`src/rtl/divider_pkg.sv`:
```
// Shared types and helpers for the iterative array divider.
package divider_pkg;

    typedef enum logic [1:0] {
        IDLE,
        DIVIDE,
        DONE
    } state_e;

    // Iteration counter width, never narrower than one bit.
    function automatic int counter_width(input int iterations);
        return (iterations > 1) ? $clog2(iterations) : 1;
    endfunction

endpackage

```
`src/rtl/restoring_divider_row.sv`:
```
// One restoring-division step: shift in a dividend bit, trial-subtract the
// divisor, keep the difference when it does not borrow.
module restoring_divider_row #(
    parameter int DATA_WIDTH = 8
) (
    input  logic [DATA_WIDTH-1:0] rem_i,
    input  logic                  dividend_bit_i,
    input  logic [DATA_WIDTH-1:0] divisor_i,
    output logic [DATA_WIDTH-1:0] rem_o,
    output logic                  quotient_bit_o
);

    logic [DATA_WIDTH:0]   shifted;
    logic [DATA_WIDTH-1:0] diff;
    logic                  borrow_lo;
    logic                  borrow;

    assign shifted = {rem_i, dividend_bit_i};

    // The shifted value's MSB can cover the borrow out of the low-word subtract.
    assign {borrow_lo, diff} = {1'b0, shifted[DATA_WIDTH-1:0]} - {1'b0, divisor_i};
    assign borrow            = borrow_lo & ~shifted[DATA_WIDTH];

    assign quotient_bit_o = ~borrow;
    assign rem_o          = borrow ? shifted[DATA_WIDTH-1:0] : diff;

endmodule

```
`src/rtl/iterative_array_divider.sv`:
```
// Unsigned iterative divider: BITS_PER_CYCLE chained restoring rows resolve that
// many quotient bits per cycle; a zero divisor short-circuits straight to DONE.
module iterative_array_divider
    import divider_pkg::*;
#(
    parameter int DATA_WIDTH     = 8,
    parameter int BITS_PER_CYCLE = 4
) (
    input  logic                  clk_i,
    input  logic                  rst_i,
    input  logic [DATA_WIDTH-1:0] dividend_i,
    input  logic [DATA_WIDTH-1:0] divisor_i,
    input  logic                  valid_i,
    output logic                  ready_o,
    output logic [DATA_WIDTH-1:0] quotient_o,
    output logic [DATA_WIDTH-1:0] remainder_o,
    output logic                  valid_o,
    output logic                  divide_by_zero_o
);

    localparam int               ITERATIONS = DATA_WIDTH / BITS_PER_CYCLE;
    localparam int               CNT_W      = counter_width(ITERATIONS);
    localparam logic [CNT_W-1:0] LAST_ITER  = CNT_W'(ITERATIONS - 1);

    state_e                    state_q, state_d;
    logic [CNT_W-1:0]          count_q;
    logic [DATA_WIDTH-1:0]     work_q;
    logic [DATA_WIDTH-1:0]     divisor_q;
    logic [DATA_WIDTH-1:0]     rem_q;
    logic [DATA_WIDTH-1:0]     quotient_q;
    logic [DATA_WIDTH-1:0]     remainder_q;
    logic                      dbz_q;

    logic                      accept;
    logic                      divisor_zero;
    logic                      last_iter;
    logic [DATA_WIDTH-1:0]     rem_chain [0:BITS_PER_CYCLE];
    logic [BITS_PER_CYCLE-1:0] q_group;
    logic [DATA_WIDTH-1:0]     work_next;

    assign accept       = valid_i && (state_q == IDLE);
    assign divisor_zero = (divisor_i == '0);
    assign last_iter    = (count_q == LAST_ITER);

    // work_q shifts dividend bits out at the top while quotient bits enter at
    // the bottom, so after the last iteration it holds the full quotient.
    assign rem_chain[0] = rem_q;
    for (genvar k = 0; k < BITS_PER_CYCLE; k++) begin : g_row
        restoring_divider_row #(
            .DATA_WIDTH(DATA_WIDTH)
        ) u_row (
            .rem_i         (rem_chain[k]),
            .dividend_bit_i(work_q[DATA_WIDTH-1-k]),
            .divisor_i     (divisor_q),
            .rem_o         (rem_chain[k+1]),
            .quotient_bit_o(q_group[BITS_PER_CYCLE-1-k])
        );
    end
    assign work_next = (work_q << BITS_PER_CYCLE) | DATA_WIDTH'(q_group);

    always_ff @(posedge clk_i) begin
        if (rst_i) state_q <= IDLE;
        else       state_q <= state_d;
    end

    // NOTE: every always_comb output gets a default first so no path infers a latch.
    always_comb begin
        state_d = state_q;
        case (state_q)
            IDLE:    if (valid_i) state_d = divisor_zero ? DONE : DIVIDE;
            DIVIDE:  if (last_iter) state_d = DONE;
            DONE:    state_d = IDLE;
            default: state_d = IDLE;
        endcase
    end

    always_ff @(posedge clk_i) begin
        if (rst_i || accept)      count_q <= '0;
        else if (state_q == DIVIDE) count_q <= count_q + CNT_W'(1);
    end

    // NOTE: operand and working registers are not reset; they are always loaded on accept before use.
    always_ff @(posedge clk_i) begin
        if (accept) begin
            work_q    <= dividend_i;
            divisor_q <= divisor_i;
            rem_q     <= '0;
        end else if (state_q == DIVIDE) begin
            work_q    <= work_next;
            rem_q     <= rem_chain[BITS_PER_CYCLE];
        end
    end

    always_ff @(posedge clk_i) begin
        if (rst_i) begin
            quotient_q  <= '0;
            remainder_q <= '0;
            dbz_q       <= 1'b0;
        end else if (accept && divisor_zero) begin
            quotient_q  <= '1;
            remainder_q <= dividend_i;
            dbz_q       <= 1'b1;
        end else if ((state_q == DIVIDE) && last_iter) begin
            quotient_q  <= work_next;
            remainder_q <= rem_chain[BITS_PER_CYCLE];
            dbz_q       <= 1'b0;
        end
    end

    assign ready_o          = (state_q == IDLE);
    assign valid_o          = (state_q == DONE);
    assign quotient_o       = quotient_q;
    assign remainder_o      = remainder_q;
    assign divide_by_zero_o = dbz_q;

endmodule
```
`config.mk`:
```
export PLATFORM = sky130hd
export DESIGN_NAME = iterative_array_divider
export DESIGN_NICKNAME = d
export VERILOG_FILES = /design/src/rtl/divider_pkg.sv /design/src/rtl/restoring_divider_row.sv /design/src/rtl/iterative_array_divider.sv
export SDC_FILE = /design/constraint.sdc
export NUM_CORES = 1
export LEC_CHECK = 0
export BUFFER_PORTS_ARGS = -buffer_cell sky130_fd_sc_hd__buf_2
export CORE_AREA = 3 3 80 90
export DETAILED_ROUTE_END_ITERATION = 8
export DIE_AREA = 0 0 83 93
export PLACE_DENSITY = 0.76
export SETUP_SLACK_MARGIN = 0.3
export SYNTH_ARGS = -nofsm -noshare
export SYNTH_HDL_FRONTEND = slang
export SYNTH_SLANG_ARGS = --single-unit
```
`constraint.sdc`:
```
create_clock -name clk_i -period 13.3 [get_ports clk_i]
set_input_delay 0.665 -clock clk_i [delete_from_list [all_inputs] [get_ports clk_i]]
set_output_delay 0.665 -clock clk_i [all_outputs]
set_load 0.03 [all_outputs]
```
==> results by group <==
Yosys
  • Part of the Yosys area used for sequential elements: 0.301
  • Number of warning messages in the yosys log: 0
  • Number of enable-type register cells in the synthesized netlist: 16
  • Post-synthesis cell area: 3460 µm²
  • Number of synthesized register bits: 44
  • Syn avg cell area: 8.59 µm²
  • Synthesized net count: 458
  • Cell type with the highest aggregate area in the netlist: dfxtp_1
  • Area fraction of the dominant cell type after synthesis: 0.162
  • Most common flop cell mapped by yosys: dfxtp_1
  • Mapped Cells: 403
  • Async set-reset flop share out of synthesis: 0
  • Largest cells by area after synthesis: dfxtp_1, edfxtp_1, ha_1, nor2_1, nand2_1
  • Top cells by instance count after synthesis: nor2_1, ha_1, nand2_1
  • Most frequently used cell type in the post-synthesis netlist: nor2_1
  • Unique masters post-synth: 66

Hold path
  • Endpoint of the worst hold path: divide_by_zero_o
  • Number of cells on the worst hold path: 2
  • Hold/Removal Path Class: reg -> reg
  • Hold_sp: divide_by_zero_o

Detailed routing
  • Number of violations reported at the end of detailed-routing iteration 0: 176
  • Total number of vias: 3,192
  • Number of nets with antenna violations after detailed routing: 0
  • Number of design rule violations left after detail routing: 0
  • Routed len/inst: 18.2 µm
  • Ratio of routed vias to standard cells: 6.16
  • Total Routed Length: 9420 µm
  • Number of iterations in the first detailed-routing pass: 5

Setup path
  • Data required time of the critical path: 13,520 ps
  • Setup crit end kind: flop
  • Worst R2R Setup Slack: 3310 ps
  • Launch instance of the worst register-to-register path: divisor_q[1]
  • Critical path data arrival time: 10,210 ps
  • Slowest library cell on the worst path: mux2i_2
  • Register-to-Register Path Depth: 33
  • Startpoint-to-endpoint class of the critical path: reg -> reg
  • CP Launch Type: flop
  • Crit Path Max Fanout: 16
  • Endpoint of the worst-slack reg-to-reg timing path: rem_q[1]
  • Buffers & Inverters on Critical Path: 2
  • Slowest cell delay on critical path: 850 ps
  • Top cell family by delay on the critical path: compound AO/OA/AOI/OAI gates

Place
  • RD Place Congestion: 0.952
  • DP Wirelength: 7250 µm
  • PortBufs: 37

Final layout
  • Final layout net count: 490
  • Reg area: 1040 µm²
  • Final antenna diode count: 0
  • Synth-to-layout area growth: 10.0%
  • Number of inserted filler cells in the final layout: 599
  • Footprint of the multi-input gates: 2280 µm²
  • Share of final-layout standard cells stronger than drive strength 1: 0.140

Clock tree
  • CTS Buffer Depth: 2
  • Post-CTS setup buffer count: 0
  • Post-CTS Hold Fix Bufs: 0
  • CTS buffer count: 5
  • CTS tree: yes
  • Master cell of the clock root buffer: clkbuf_8
  • Post-cts repair resize count: 0
  • Clock-pin slew on the worst setup and hold paths: 80 ps
  • Total number of H-tree levels: 2
  • Latest clock arrival within the worst-skew pair: 300 ps
  • CTS sink count: 44

Floorplan
  • Die extent in x: 83 µm
  • Total die area: 7720 µm²
  • Site Rows: 31
  • Io pins: 38
  • Core area: 6440 µm²
  • DIE HEIGHT: 93 µm
  • Effective utilization at floorplan: 0.538

STA
  • Final total negative setup slack: 0 ps
  • Clock skew: 9.90 ps
  • Maximum clock frequency: 0.100 GHz
  • Final Cycle Share: 0.751
  • Min Hold Slack: 481 ps
  • Unrepaired setup endpoints after global routing: no
  • Final number of max-transition violations: 0
  • Number of setup violations in the final report: 0
  • Final Hold Violating Endpoints: 0
  • Final critical-path required period: 9990 ps
  • Transition time at the pin with the least slew margin: 1040 ps
  • Normalized max-slew margin: 0.296

Run status
  • Status: complete, no violations

Global route
  • Number of global-route vias before repair: 3,153
  • Initial antenna violation count: 0
  • Maximum number of pins on one net before global-route repair: 22
  • Global-route wire length before repair: 15,200 µm
  • Overall routing resource usage: 0.245
  • Total congestion overflow after global routing: 0

Job
  • Max-cap viol count: 0
metal layers:
metal | routed length, µm | global-route usage | up-vias
met2 | 4560 | 0.438 | 116
li1 | - | - | 1560
met3 | 425 | 0.0308 | 28
met1 | 4060 | 0.294 | 1488
met4 | 371 | 0.113 | 0
met5 | 0 | 0 | -
per-stage QoR:
step | std cells | utilization | worst slack (ps) | instance area, µm²
2_1_floorplan | 403 | - | 5170 | 3460
3_3_place_gp | 510 | 0.574 | 3960 | 3700
3_5_place_dp | 510 | 0.574 | 3550 | 3700
4_1_cts | 518 | 0.591 | 3450 | 3810
5_1_grt | 518 | 0.591 | 2650 | 3810
6_report | 518 | 0.591 | 3310 | 3810
layout make-up:
cell class	instances	share of cell area
Clock buffer	5	0.0181
Clock inverter	3	0.0108
Tap cell	82	0.0269
Inverter	22	0.0217
Timing Repair Buffer	38	0.0506
Sequential cell	44	0.273
Multi-Input combinational cell	324	0.598
tightest hold or removal path, stage by stage (launching register included):
cell     delay (ps)
dfxtp_1         320
nand2_1          60
a21oi_1          60
logic make-up after synthesis:
group           share of synthesized area
flops                               0.301
fa+ha+maj                           0.139
xor+xnor                           0.0405
simple gates                        0.191
mux                                0.0503
buf+inv                            0.0409
compound gates                      0.238
registers in the layout, indices dropped and copies added (netlist names):
register and cells:
count_q 1, divide_by_zero_o 1, divisor_q 8, quotient_o 8, rem_q 8, remainder_o 8
state_q 2, work_q 8
how the worst max path moves through the flow:
stage | startpoint | end | slack, ps | cells after the start
6_report | divisor_q[1] | rem_q[1] | 3310 | 33
4_1_cts | divisor_q[1] | remainder_o[7] | 3450 | 33
5_1_grt | divisor_q[1] | remainder_o[7] | 2650 | 33
3_3_place_gp | divisor_q[1] | remainder_o[7] | 3960 | 33
2_1_floorplan | divisor_q[1] | rem_q[2] | 5170 | 34
3_5_place_dp | divisor_q[1] | remainder_o[7] | 3550 | 33
placed cells by master (no fill, tap or decap), types with 5 or more instances in the layout:
cell / count
o21ai_0: 14
buf_2: 37
nand3_1: 17
xnor2_1: 9
nand2b_1: 9
xor2_1: 7
a21oi_1: 20
ha_1: 32
nor2b_1: 10
a21o_1: 7
mux2i_1: 10
edfxtp_1: 16
inv_1: 21
o221ai_1: 5
o21a_1: 7
a211oi_1: 11
nand2_1: 31
clkbuf_8: 5
dfxtp_1: 28
nor2_1: 39
o21ai_1: 11
nor3_1: 20
Power is left out: the tool's default activity adds up to more than one toggle a clock period on the data nets, which glitch-free logic cannot reach.
